<file path="config.mk">
export PLATFORM = sky130hd
export DESIGN_NAME = mips_multicycle_ctrl
export DESIGN_NICKNAME = d
export VERILOG_FILES = /design/src/rtl/mips_ctrl_pkg.sv /design/src/rtl/mips_op_decode.sv /design/src/rtl/mips_multicycle_ctrl.sv
export SDC_FILE = /design/constraint.sdc
export NUM_CORES = 1
export LEC_CHECK = 0
export BUFFER_PORTS_ARGS = -buffer_cell sky130_fd_sc_hd__buf_2
export CORE_MARGIN = 10
export CORE_UTILIZATION = 35
export CTS_CLUSTER_DIAMETER = 100
export CTS_CLUSTER_SIZE = 12
export DETAILED_ROUTE_END_ITERATION = 7
export PLACE_DENSITY = 0.56
export SYNTH_ARGS = -nofsm -noshare
export SYNTH_HDL_FRONTEND = slang
export SYNTH_SLANG_ARGS = --single-unit
</file>
<file path="constraint.sdc">
create_clock -name clk -period 3.2 [get_ports clk]
set_clock_uncertainty 0.05 [all_clocks]
set_input_delay 0.64 -clock clk [delete_from_list [all_inputs] [get_ports clk]]
set_output_delay 0.64 -clock clk [all_outputs]
set_load 0.01 [all_outputs]
</file>
<file path="src/rtl/mips_ctrl_pkg.sv">
// Shared types and encodings for the multicycle MIPS main control FSM.
// State codes, opcode constants, ALUOp codes and datapath mux select codes.
package mips_ctrl_pkg;

  typedef enum logic [3:0] {
    S_FETCH    = 4'd0,
    S_DECODE   = 4'd1,
    S_MEM_ADDR = 4'd2,
    S_MEM_RD   = 4'd3,
    S_MEM_WB   = 4'd4,
    S_MEM_WR   = 4'd5,
    S_R_EXEC   = 4'd6,
    S_R_WB     = 4'd7,
    S_I_EXEC   = 4'd8,
    S_I_WB     = 4'd9,
    S_BRANCH   = 4'd10,
    S_JUMP     = 4'd11,
    S_JR       = 4'd12
  } state_t;

  typedef enum logic [2:0] {
    CL_R, CL_MEM, CL_BRANCH, CL_JUMP, CL_IMM, CL_ILL
  } op_class_t;

  localparam logic [5:0] OP_RTYPE = 6'b000000;
  localparam logic [5:0] OP_LW    = 6'b100011;
  localparam logic [5:0] OP_SW    = 6'b101011;
  localparam logic [5:0] OP_BEQ   = 6'b000100;
  localparam logic [5:0] OP_BNE   = 6'b000101;
  localparam logic [5:0] OP_J     = 6'b000010;
  localparam logic [5:0] OP_JAL   = 6'b000011;
  localparam logic [5:0] OP_ADDI  = 6'b001000;
  localparam logic [5:0] OP_ANDI  = 6'b001100;
  localparam logic [5:0] OP_ORI   = 6'b001101;
  localparam logic [5:0] OP_XORI  = 6'b001110;
  localparam logic [5:0] OP_SLTI  = 6'b001010;
  localparam logic [5:0] OP_SLTIU = 6'b001011;

  localparam logic [2:0] ALU_ADD   = 3'b000;
  localparam logic [2:0] ALU_SUB   = 3'b001;
  localparam logic [2:0] ALU_AND   = 3'b010;
  localparam logic [2:0] ALU_OR    = 3'b011;
  localparam logic [2:0] ALU_XOR   = 3'b100;
  localparam logic [2:0] ALU_SLT   = 3'b101;
  localparam logic [2:0] ALU_FUNCT = 3'b110;
  localparam logic [2:0] ALU_SLTU  = 3'b111;

  localparam logic [1:0] PCSRC_ALU = 2'b00, PCSRC_ALUOUT = 2'b01, PCSRC_JUMP = 2'b10, PCSRC_REGA = 2'b11;
  localparam logic [1:0] SRCA_PC = 2'b00, SRCA_REGA = 2'b01, SRCA_SHAMT = 2'b10;
  localparam logic [1:0] SRCB_REGB = 2'b00, SRCB_FOUR = 2'b01, SRCB_IMM = 2'b10, SRCB_IMM_SL2 = 2'b11;
  localparam logic [1:0] DST_RT = 2'b00, DST_RD = 2'b01, DST_RA = 2'b10;
  localparam logic [1:0] WB_ALUOUT = 2'b00, WB_MDR = 2'b01, WB_PC = 2'b10;

endpackage

</file>
<file path="src/rtl/mips_op_decode.sv">
// Combinational opcode classifier: instruction class, immediate ALUOp and
// the few per-opcode flags the control FSM needs after DECODE.
module mips_op_decode
  import mips_ctrl_pkg::*;
(
  input  logic [5:0] opcode,
  output op_class_t  op_class,
  output logic [2:0] imm_alu_op,
  output logic       is_bne,
  output logic       is_jal,
  output logic       is_sw,
  output logic       illegal
);

  always_comb begin
    op_class   = CL_ILL;
    imm_alu_op = ALU_ADD;
    case (opcode)
      OP_RTYPE:      op_class = CL_R;
      OP_LW, OP_SW:  op_class = CL_MEM;
      OP_BEQ, OP_BNE: op_class = CL_BRANCH;
      OP_J, OP_JAL:  op_class = CL_JUMP;
      OP_ADDI:  begin op_class = CL_IMM; imm_alu_op = ALU_ADD;  end
      OP_ANDI:  begin op_class = CL_IMM; imm_alu_op = ALU_AND;  end
      OP_ORI:   begin op_class = CL_IMM; imm_alu_op = ALU_OR;   end
      OP_XORI:  begin op_class = CL_IMM; imm_alu_op = ALU_XOR;  end
      OP_SLTI:  begin op_class = CL_IMM; imm_alu_op = ALU_SLT;  end
      OP_SLTIU: begin op_class = CL_IMM; imm_alu_op = ALU_SLTU; end
      default:  op_class = CL_ILL;
    endcase
  end

  assign is_bne  = (opcode == OP_BNE);
  assign is_jal  = (opcode == OP_JAL);
  assign is_sw   = (opcode == OP_SW);
  assign illegal = (op_class == CL_ILL);

endmodule

</file>
<file path="src/rtl/mips_multicycle_ctrl.sv">
// Main control FSM of the multicycle MIPS core: fetch/decode/execute/mem/writeback
// sequencing, datapath selects, and a bounded-wait handshake with unified memory.
module mips_multicycle_ctrl
  import mips_ctrl_pkg::*;
#(
  parameter int MEM_WAIT_MAX = 15,
  parameter int CNT_W        = 4
) (
  input  logic       clk,
  input  logic       rst_n,
  input  logic [5:0] opcode,
  input  logic       jr,
  input  logic       shamt,
  input  logic       zero,
  input  logic       mem_ready,
  output logic       mem_req,
  output logic       mem_we,
  output logic       iord,
  output logic       ir_write,
  output logic       pc_write,
  output logic [1:0] pc_src,
  output logic [1:0] alu_src_a,
  output logic [1:0] alu_src_b,
  output logic [2:0] alu_op,
  output logic       reg_write,
  output logic [1:0] reg_dst,
  output logic [1:0] mem_to_reg,
  output logic       illegal,
  output logic       mem_err,
  output logic [3:0] state_dbg
);

  state_t           state;
  logic [CNT_W-1:0] wait_cnt;
  logic             abort_q;

  op_class_t  op_class;
  logic [2:0] imm_alu_op;
  logic       is_bne, is_jal, is_sw, dec_illegal;

  mips_op_decode u_dec (
    .opcode     (opcode),
    .op_class   (op_class),
    .imm_alu_op (imm_alu_op),
    .is_bne     (is_bne),
    .is_jal     (is_jal),
    .is_sw      (is_sw),
    .illegal    (dec_illegal)
  );

  // Handshake: mem_req is held high in a memory state until a cycle where
  // mem_ready is also high (the access completes in that cycle) or the wait
  // limit expires; after an abort mem_req stays low for one cycle.
  logic req_active, mem_done, timeout;
  assign req_active = (state inside {S_FETCH, S_MEM_RD, S_MEM_WR}) && !abort_q;
  assign mem_done   = req_active && mem_ready;
  assign timeout    = req_active && !mem_ready && (wait_cnt == CNT_W'(MEM_WAIT_MAX));

  always_ff @(posedge clk or negedge rst_n) begin
    if (!rst_n) begin
      state    <= S_FETCH;
      wait_cnt <= '0;
      abort_q  <= 1'b0;
    end else begin
      abort_q <= timeout;
      if (mem_done || timeout) wait_cnt <= '0;
      else if (req_active)     wait_cnt <= wait_cnt + 1'b1;
      case (state)
        S_FETCH:    if (mem_done) state <= S_DECODE;
        S_DECODE: begin
          case (op_class)
            CL_R:      state <= S_R_EXEC;
            CL_MEM:    state <= S_MEM_ADDR;
            CL_BRANCH: state <= S_BRANCH;
            CL_JUMP:   state <= S_JUMP;
            CL_IMM:    state <= S_I_EXEC;
            default:   state <= S_FETCH;
          endcase
        end
        S_MEM_ADDR: state <= is_sw ? S_MEM_WR : S_MEM_RD;
        S_MEM_RD: begin
          if (mem_done)     state <= S_MEM_WB;
          else if (timeout) state <= S_FETCH;
        end
        S_MEM_WR:   if (mem_done || timeout) state <= S_FETCH;
        S_R_EXEC:   state <= jr ? S_JR : S_R_WB;
        S_I_EXEC:   state <= S_I_WB;
        default:    state <= S_FETCH;
      endcase
    end
  end

  assign state_dbg = state;

  always_comb begin
    mem_req    = 1'b0;
    mem_we     = 1'b0;
    iord       = 1'b0;
    ir_write   = 1'b0;
    pc_write   = 1'b0;
    pc_src     = PCSRC_ALU;
    alu_src_a  = SRCA_PC;
    alu_src_b  = SRCB_REGB;
    alu_op     = ALU_ADD;
    reg_write  = 1'b0;
    reg_dst    = DST_RT;
    mem_to_reg = WB_ALUOUT;
    illegal    = 1'b0;
    mem_err    = timeout;
    case (state)
      S_FETCH: begin
        mem_req   = !abort_q;
        alu_src_b = SRCB_FOUR;
        ir_write  = mem_done;
        pc_write  = mem_done;
      end
      S_DECODE: begin
        alu_src_b = SRCB_IMM_SL2;
        illegal   = dec_illegal;
      end
      S_MEM_ADDR: begin
        alu_src_a = SRCA_REGA;
        alu_src_b = SRCB_IMM;
      end
      S_MEM_RD: begin
        mem_req = 1'b1;
        iord    = 1'b1;
      end
      S_MEM_WB: begin
        reg_write  = 1'b1;
        mem_to_reg = WB_MDR;
      end
      S_MEM_WR: begin
        mem_req = 1'b1;
        mem_we  = 1'b1;
        iord    = 1'b1;
      end
      S_R_EXEC: begin
        alu_op    = ALU_FUNCT;
        alu_src_a = shamt ? SRCA_SHAMT : SRCA_REGA;
      end
      S_R_WB: begin
        reg_write = 1'b1;
        reg_dst   = DST_RD;
      end
      S_JR: begin
        pc_write = 1'b1;
        pc_src   = PCSRC_REGA;
      end
      S_I_EXEC: begin
        alu_src_a = SRCA_REGA;
        alu_src_b = SRCB_IMM;
        alu_op    = imm_alu_op;
      end
      S_I_WB:     reg_write = 1'b1;
      S_BRANCH: begin
        alu_src_a = SRCA_REGA;
        alu_op    = ALU_SUB;
        pc_src    = PCSRC_ALUOUT;
        pc_write  = is_bne ? !zero : zero;
      end
      S_JUMP: begin
        pc_write = 1'b1;
        pc_src   = PCSRC_JUMP;
        if (is_jal) begin
          reg_write  = 1'b1;
          reg_dst    = DST_RA;
          mem_to_reg = WB_PC;
        end
      end
      default: ;
    endcase
    // While reset is held only the fetch request is visible; no state updates leak out.
    if (!rst_n) begin
      mem_we = 1'b0; iord = 1'b0; ir_write = 1'b0; pc_write = 1'b0;
      pc_src = 2'b00; alu_src_a = 2'b00; alu_src_b = 2'b00; alu_op = 3'b000;
      reg_write = 1'b0; reg_dst = 2'b00; mem_to_reg = 2'b00;
      illegal = 1'b0; mem_err = 1'b0; mem_req = 1'b1;
    end
  end

endmodule

</file>
## Word level (Yosys, flattened, before mapping)

Cells that the tools add are included.

| cells by class | value |
|---|---|
| add/sub/neg operators | 1 |
| multiplexer cells | 43 |
| eq/ne operators | 33 |
| reductions and logical operators | 23 |

Operator list:

| operator | count |
|---|---|
| == test 6 x 4 -> 1 bit (second input constant) | 6 |
| one-hot mux 3 bit (5 select lines) | 2 |
| 2-to-1 mux 4 bit | 7 |
| one-hot mux 4 bit (7 select lines) | 1 |
| == test 4 bit (second input constant) | 6 |
| one-hot mux 4 bit (5 select lines) | 1 |
| == test 4 x 3 -> 1 bit (second input constant) | 4 |
| 2-to-1 mux 1 bit | 14 |
| 2-to-1 mux 2 bit | 7 |
| == test 6 x 2 -> 1 bit (second input constant) | 2 |
| == test 6 x 3 -> 1 bit (second input constant) | 2 |
| == test 6 bit (second input constant) | 2 |
| one-hot mux 2 bit (2 select lines) | 3 |
| one-hot mux 2 bit (3 select lines) | 2 |
| OR reduction 2 bit | 6 |
| one-hot mux 3 bit (3 select lines) | 1 |
| == test 4 x 2 -> 1 bit (second input constant) | 2 |
| == test 3 x 2 -> 1 bit (second input constant) | 2 |
| == test 3 bit (second input constant) | 2 |
| logical NOT 6 bit | 1 |
| 2-to-1 mux 3 bit | 2 |
| OR reduction 3 bit | 2 |
| OR reduction 6 bit | 1 |
| adder 4 x 1 -> 4 bit (second input constant) | 1 |
| other kinds (15) | 21 |

| word-level totals | value |
|---|---|
| word-level logic and storage cells | 103 |
| register bits | 9 |
| output and inout port bits | 25 |

## Logic depth before layout (Yosys ltp)

Gate-level depths: netlist (run 1).

| logic depth | value |
|---|---|
| depth after elaboration | 8 |
| gate-level depth with buffers | 6 |
| mapped depth without buffers | 4 |

## Hierarchy

A second synthesis (run 1) with hierarchy kept.

| unflattened totals | value |
|---|---|
| cells, all modules | 158 |
| area, all modules | 1173.6 sq um |

By module, submodules not included:

| module | cells each | times used | area an instance (sq um) |
|---|---|---|---|
| mips_multicycle_ctrl | 129 | 1 | 968.4 |
| mips_op_decode | 29 | 1 | 205.2 |

## Worst setup path after synthesis (run 1)

OpenSTA, ideal clock, no wires.

| timing | value |
|---|---|
| kind | reg2out |
| start point | register state[1], in the netlist state_dbg[1] |
| end point | output reg_dst[1] |
| cell stages (with the launch flop) | 6 |
| setup slack | 886 ps |
| arrival time | 1624 ps |
| required time | 2510 ps |
| path buffers | 3 |
| path through | dfrtp_1 buf_1 clkbuf_1 nand2_1 nor3_1 buf_4 |

| between the ends | value |
|---|---|
| word-level cells in the longest chain between the ends | 3 |

RTL lines:

| item | line | RTL |
|---|---|---|
| start: declaration | mips_multicycle_ctrl.sv:33 | `state_t state;` |
| start signal: assignment | mips_multicycle_ctrl.sv:80 | `S_MEM_ADDR: state <= is_sw ? S_MEM_WR : S_MEM_RD;` |
| start signal: assignment | mips_multicycle_ctrl.sv:86 | `S_R_EXEC: state <= jr ? S_JR : S_R_WB;` |
| == test 4 bit or == test 4 x 3 -> 1 bit (tied branches) | mips_multicycle_ctrl.sv:110 | `case (state)` |
| one-hot mux 2 bit (2 select lines) (*) | mips_multicycle_ctrl.sv:110 |  |
| 2-to-1 mux 2 bit (*) | mips_multicycle_ctrl.sv:174 | `if (!rst_n) begin` |
| end: declaration | mips_multicycle_ctrl.sv:26 | `output logic [1:0] reg_dst,` |

Mark *: on every way between the ends. The rest lies on a longest branch, timed or not.

## Final worst setup path (run 1)

| timing | value |
|---|---|
| start point | register state[1], in the netlist state_dbg[1] |
| end point | output mem_err |

| between the ends | value |
|---|---|
| word-level cells in the longest chain between the ends | 6 |

RTL lines:

| item | line | RTL |
|---|---|---|
| == test 4 x 2 -> 1 bit (tied with other cells) | mips_multicycle_ctrl.sv:55 | `assign req_active = (state inside {S_FETCH, S_MEM_RD, S_MEM_WR}) && !abort_q;` |
| nonzero test 3 bit (*) | mips_multicycle_ctrl.sv:55 |  |
| logical AND 1 bit (*) | mips_multicycle_ctrl.sv:55 |  |
| logical AND 1 bit (*) (2 in series) | mips_multicycle_ctrl.sv:57 | `assign timeout = req_active && !mem_ready && (wait_cnt == CNT_W'(MEM_WAIT_MAX));` |
| via timeout | mips_multicycle_ctrl.sv:54 | `logic req_active, mem_done, timeout;` |
| 2-to-1 mux 1 bit (*) | mips_multicycle_ctrl.sv:174 |  |
| end: declaration | mips_multicycle_ctrl.sv:29 | `output logic mem_err,` |

Mark *: on every way through the listed nets, which the timed path passes. The rest lies on a longest branch.

==> results of run 1 <==
cell usage after synthesis (2+ instances only):
| cell type | instances |
|---|---|
| a21o_1 | 2 |
| a21oi_1 | 11 |
| and3_1 | 4 |
| buf_2 | 2 |
| buf_4 | 2 |
| clkbuf_1 | 8 |
| dfrtp_1 | 9 |
| inv_1 | 3 |
| nand2_1 | 13 |
| nand2b_1 | 9 |
| nand3_1 | 6 |
| nand3b_1 | 2 |
| nand4b_1 | 2 |
| nor2_1 | 12 |
| nor2b_1 | 7 |
| nor3_1 | 5 |
| nor3b_1 | 4 |
| nor4b_1 | 4 |
| o211ai_1 | 3 |
| o21ai_0 | 14 |
| o31ai_1 | 2 |
| or3_1 | 2 |
| xnor2_1 | 2 |
| xor2_1 | 3 |
registers in the layout, indices dropped and copies added, names as in the netlist:
signal and count:
abort_q 1, wait_cnt 4, state_dbg 4
kinds of logic after synthesis:
group                    synth area share [%]
XOR/XNOR                                 4.08
buffers and inverters                    6.53
flip-flops                               21.0
adder cells (fa/ha/maj)                  1.17
AO/OA/AOI/OAI                            27.8
AND/OR/NAND/NOR                          38.5
multiplexers                            0.934
final timing paths:
check / start / slack (ps) / to / cells past startpoint
worst max register to register: state_dbg[1] / 1000 / wait_cnt[3] / 4
worst min register to register: wait_cnt[0] / 460 / wait_cnt[0] / 1
max in group asynchronous: rst_n / 2510 / state_dbg[1] / 2
min in group clk: wait_cnt[0] / 460 / wait_cnt[0] / 1
worst max-delay path: state_dbg[1] / 320 / mem_err / 5
worst min-delay path: rst_n / 440 / wait_cnt[1] / 2
metal layers:
layer	GRT usage, %	up-vias
met3	3.65	2
met1	14.8	565
met5	0	-
li1	-	619
met2	19.1	34
met4	1.86	0
power by group:
group	switching (uW)	total (uW)	leakage, uW	internal (uW)
combinational	318	564	0.000455	246
clock	40.1	88.2	0.0000150	48.1
sequential	95.7	246	0.000120	150
worst register-to-register path, stage by stage (launching register included):
cell and delay [ps]:
dfrtp_1 770, nand3b_1 250, o32a_1 480, or3_1 410, a21oi_1 160
layout make-up:
cell class,instances,area (sq um),share of cell area [%]
Timing Repair Buffer,39,203,15.8
Clock buffer,4,26.3,2.05
Inverter,3,11.3,0.877
Sequential cell,9,225,17.5
Multi-Input combinational cell,127,777,60.5
Tap cell,33,41.3,3.22
stage by stage:
stage / cell area (sq um) / hold slack, ps / power [uW] / setup slack, ps / util, %
final: 1280 / 442 / 898 / 325 / 42.8
after global routing: 1280 / 453 / 1010 / 112 / 42.8
after CTS: 1280 / 438 / 906 / 326 / 42.8
after detailed placement: 1260 / 459 / 815 / 612 / 41.9
after global placement: 1260 / 451 / 804 / 691 / 41.9
after floorplan: 1070 / 294 / 660 / 886 / -
==> impl_results.md, run 1 <==
- Die area: 5680 sq um
- Synth Area per Inst: 7.05 sq um
- Final hold violation count: 0
- Worst Max-Slew Pin Slew: 677 ps
- Max clock buf depth: 2
- Top delay family on crit path: flip-flops
- Final Cycle Share: 89.8%
- CP Capture Type: output pin
- CTS Buf Count: 3
- Setup TNS Final: 0 ps
- Clock sinks: 9
- Ranking of synthesized cells by area: dfrtp_1 (21%), o21ai_0 (6.5%), nand2b_1 (5.3%), a21oi_1 (5.1%), nand2_1 (4.6%)
- Top_reg_cell synth: dfrtp_1
- Met2 wire len: 1.51 mm
- Total wire length: 3.32 mm
- Die Ht: 75.4 microns
- Worst endpoint required time: 2510 ps
- Worst hold path type: input port to async pin
- Synth cell types: 45
- Commonest cells after routing, fill and taps aside: buf_2 (36), o21ai_0 (14), nand2_1 (13)
- GPL Wtd Cong: 0.815
- First-pass GRT wire length: 5.38 mm
- Final setup fails: 0
- Non-filler cells, final: 215
- Via density: 5.67
- Vias in the first global route: 1,137
- Leading cell type in the layout, fill and taps excluded: buf_2
- Total GRT Usage: 11.6%
- # diodes: 0
- Status: finished clean
- Net Count, Synth: 165
- GRT overflow: 0
- Max Slew Vio Count: 0
- I/O pin count: 37
- Placed cells: 211
- Peak Freq: 0.348 GHz
- CP Class: flop to output pin
- Slowest CP cell: dfrtp_1
- Cells after synthesis: 152
- Syn Std Cell Area: 1070 sq um
- M1 WL: 1.52 mm
- CP cell instances: nand3b_1, o32a_1, nor2_1, and2_1, buf_2
- Share of the synthesized area in the top cell type: 21.0%
- Routed Antenna Nets: 0
- Post-DP HPWL: 2.59 mm
- TritonCTS clock tree: built
- #FFs+latches synth: 9
- Clk root buf: clkbuf_4
- Total number of vias: 1,220
- Die width: 75.4 microns
- Maximum number of pins on one net before global-route repair: 24
- Wire per inst: 15.5 microns
- Initial antenna violation count: 0
- # H-tree levels: 1
- Area growth from synthesis to layout: 19.7%
- WL met3: 270 microns
- Clock Latency Late Sink: 260 ps
- Post-CTS Resized: 0
- Fraction of layout cells with a size suffix above 1: 24.2%
- Min cycle time layout: 2880 ps
- Post-synthesis sequential area ratio: 21.0%
- Bufs and invs on worst path: 1
- Maximum VDD drop: 0.276 mV
- Post-synthesis async set-or-reset flop share: 100%
- Drt drc: 0
- Postcts setup bufs: 0
- Core area: 3000 sq um
- Fillcell total: 333
- Drt pass-1 iters: 4
- Core Rows: 20
- Max_slew headroom: 54.9%
- Synth warn: 0
- Post-synth top area cell: dfrtp_1
- RSZ-0062 raised after global routing: no
- DRT iter0 DRCs: 69
- Pleak: 0.000589 uW
- CP startpoint kind: flop
- Clock transition at path regs: 60 ps
- Max-cap viol count: 0
- CTS Hold Bufs: 0
- Pwr dens: 699 nW/um^2
- Slowest stage delay, CP: 770 ps
- Top Layer Used: met4
- Crit Path Max Fanout: 23
- Post-synth EDFFs: 0
- Number of port buffers: 36
- Fin nets: 196
- Initial core utilization: 35.7%
- Crit path DAT: 2190 ps
Power figures use the tool's default switching activity.
==> inputs of run 2 (changes only) <==
--- a/config.mk
+++ b/config.mk
@@ -5,13 +5,14 @@
 export SDC_FILE = /design/constraint.sdc
 export NUM_CORES = 1
 export LEC_CHECK = 0
+export ABC_AREA = 1
 export BUFFER_PORTS_ARGS = -buffer_cell sky130_fd_sc_hd__buf_2
 export CORE_MARGIN = 10
 export CORE_UTILIZATION = 35
 export CTS_CLUSTER_DIAMETER = 100
 export CTS_CLUSTER_SIZE = 12
 export DETAILED_ROUTE_END_ITERATION = 7
-export PLACE_DENSITY = 0.56
+export PLACE_DENSITY = 0.57
 export SYNTH_ARGS = -nofsm -noshare
 export SYNTH_HDL_FRONTEND = slang
 export SYNTH_SLANG_ARGS = --single-unit
==> impl_results.md, run 2 <==
- Maximum VDD drop: 0.526 mV (+91%)
- #FFs+latches synth: 9 (unchanged)
- CTS Buf Count: 3 (unchanged)
- R2r setup slk: 1710 ps (+710 ps)
- # diodes: 0 (unchanged)
- Max clock buf depth: 2 (unchanged)
- Most frequent CP cell: buf_2
- Area of the multi-input gates: 651 sq um (-16%)
- Peak Freq: 0.417 GHz (+20%)
- Final Cycle Share: 75.0% (-15 points)
- Die width: 73.8 microns (-2.0%)
- Worst Max-Slew Pin Slew: 376 ps (-301 ps)
- Crit Path Max Fanout: 5 (-78%)
- Die area: 5450 sq um (-4.0%)
- Syn Std Cell Area: 1010 sq um (-5.4%)
- Ranking of synthesized cells by area: dfrtp_1 (22%), nand2_1 (13%), nor2_1 (12%), inv_1 (11%), nand3_1 (11%)
- Initial core utilization: 36.8% (+1.1 points)
- Worst Reg-to-Reg Cells: 9 (+5)
- Clk root buf: clkbuf_4
- Clock Latency Late Sink: 260 ps (about the same)
- TritonCTS clock tree: built
- RSZ-0062 raised after global routing: no
- Reg area: 225 sq um (unchanged)
- Postcts setup bufs: 0 (unchanged)
- Post-synth top cells: nand2_1 (36), nor2_1 (32), inv_1 (31)
- Top-count cell post-synth: nand2_1
- Total wire length: 2.93 mm (-12%)
- Routed Antenna Nets: 0 (unchanged)
- Drt drc: 0 (unchanged)
- Max_slew headroom: 74.9% (+20 points)
- Bufs and invs on worst path: 3 (+2)
- Wire per inst: 12.0 microns (-22%)
- Final setup fails: 0 (unchanged)
- I/O pin count: 37 (unchanged)
- Fraction of layout cells with a size suffix above 1: 25.5% (+1.3 points)
- Synth cell types: 29 (-36%)
- Post-synthesis async set-or-reset flop share: 100% (unchanged)
- CP Capture Type: output pin
- Top delay family on crit path: simple AND/OR/NAND/NOR gates
- Setup TNS Final: 0 ps (unchanged)
- Via density: 4.85 (-15%)
- Post-DP HPWL: 2.51 mm (-3.1%)
- Area after DPL: 1220 sq um (-2.8%)
- Worst hold path type: input port to async pin
- Synth Area per Inst: 5.83 sq um (-17%)
- Die Ht: 73.8 microns (-2.0%)
- # H-tree levels: 1 (unchanged)
- GRT overflow: 0 (unchanged)
- DRT iter0 DRCs: 70 (+1.4%)
- Commonest cells after routing, fill and taps aside: nand2_1 (36), buf_2 (36), nor2_1 (32)
- Max Slew Vio Count: 0 (unchanged)
- Pleak: 0.000736 uW (+25%)
- Clock sinks: 9 (unchanged)
- Crit path DAT: 1710 ps (-480 ps)
- Initial antenna violation count: 0 (unchanged)
- Core Rows: 19 (-5.0%)
- Total number of vias: 1,178 (-3.4%)
- Design area: 1250 sq um (-2.7%)
- Final hold violation count: 0 (unchanged)
- Slowest CP cell: nor3_2
- Maximum number of pins on one net before global-route repair: 17 (-29%)
- Fillcell total: 324 (-2.7%)
- Net Count, Synth: 187 (+13%)
- CTS Hold Bufs: 0 (unchanged)
- Cells after synthesis: 174 (+14%)
- CP startpoint kind: input port
- Synth warn: 0 (unchanged)
- Clock transition at path regs: 60 ps (about the same)
- Worst endpoint required time: 2510 ps (about the same)
- Share of the synthesized area in the top cell type: 22.2% (+1.2 points)
- Vias in the first global route: 1,132 (-0.44%)
- GPL Wtd Cong: 0.858 (+5.3%)
- First-pass GRT wire length: 5.06 mm (-5.8%)
- Fin nets: 226 (+15%)
- Worst r2r src: state_dbg[0]
- Reg2reg end: state_dbg[2]
- CP cell instances: buf_2, inv_1, nor3_2, nand2_1, nor2_1, a211o_1, buf_2
- Status: finished clean
- Core area: 2760 sq um (-8.2%)
- Top_reg_cell synth: dfrtp_1
- Slowest stage delay, CP: 250 ps (-520 ps)
- Max-cap viol count: 0 (unchanged)
- Post-synth EDFFs: 0 (unchanged)
- Post-CTS Resized: 0 (unchanged)
- Area growth from synthesis to layout: 23.1%
- Drt pass-1 iters: 4 (unchanged)
- Post-synth top area cell: dfrtp_1
- Number of port buffers: 36 (unchanged)
- Total GRT Usage: 11.3% (-0.34 points)
- Post-synthesis sequential area ratio: 22.2% (+1.2 points)
- Min cycle time layout: 2400 ps (-476 ps)
- Pwr dens: 631 nW/um^2 (-9.9%)
- CP Class: input port to output pin
==> run 2: cell types whose count changed after synthesis, sizes merged, moves of 5 or more <==
cell / before / now
a21oi: 11 / 4
clkbuf: 8 / 1
inv: 3 / 34
nand2: 13 / 40
nand2b: 9 / 0
nand3: 6 / 22
nand4: 1 / 6
nor2: 12 / 37
nor2b: 7 / 0
o21ai: 15 / 3
==> run 2: final cells by class <==
type                            instances  share of cell area (%)
Clock buffer                            4                    2.10
Tap cell                               31                    3.11
Inverter                               34                    10.2
Multi-Input combinational cell        129                    52.1
Timing Repair Buffer                   36                    14.4
Sequential cell                         9                    18.0
==> run 2: report_power, final <==
part           internal, uW  total (uW)  leakage, uW  switching (uW)
Clock                  48.2        90.4    0.0000150            42.2
Combinational           175         504     0.000602             330
Sequential              154         193     0.000119            38.8
==> run 2: metrics by stage <==
stage / util, % / setup slack (ps) / total power, uW / std cells / hold slack (ps)
final: 45.3 / 801 / 787 / 243 / 216
after global routing: 45.3 / 637 / 879 / 243 / 218
after CTS: 45.3 / 801 / 797 / 243 / 216
after detailed placement: 44.3 / 803 / 703 / 239 / 497
after global placement: 44.3 / 841 / 699 / 239 / 480
after floorplan: - / 1050 / 559 / 174 / 294
==> run 2: how the worst max path moves through the flow <==
stage	start	to	cells past startpoint
floorplan	opcode[1]	reg_write	5
global placement	opcode[5]	alu_op[0]	9
detailed placement	opcode[1]	reg_write	7
CTS	opcode[1]	reg_write	7
global route	state_dbg[1]	alu_src_a[0]	6
finish	opcode[1]	reg_write	7
==> run 2: cell families (layout without fill, tap and decap cells) <==
| family | after synthesis | count (layout) | share of synthesized area, % |
|---|---|---|---|
| fa+ha+maj | 1 | 1 | 1.23 |
| compound gates | 12 | 12 | 7.40 |
| simple gates | 114 | 114 | 53.8 |
| xor+xnor | 2 | 2 | 1.73 |
| flops | 9 | 9 | 22.2 |
| buf+inv | 36 | 74 | 13.7 |
==> run 2: per-layer routing <==
metal  global-route usage, %  wire, microns  part of all wire, %  vias to the layer above
met5                       0              0                    0                        -
met4                    3.11             25                 0.85                        0
met3                    5.11            303                   10                        4
met2                    17.3           1310                   45                       37
met1                    13.8           1290                   44                      512
li1                        -              -                    -                      625
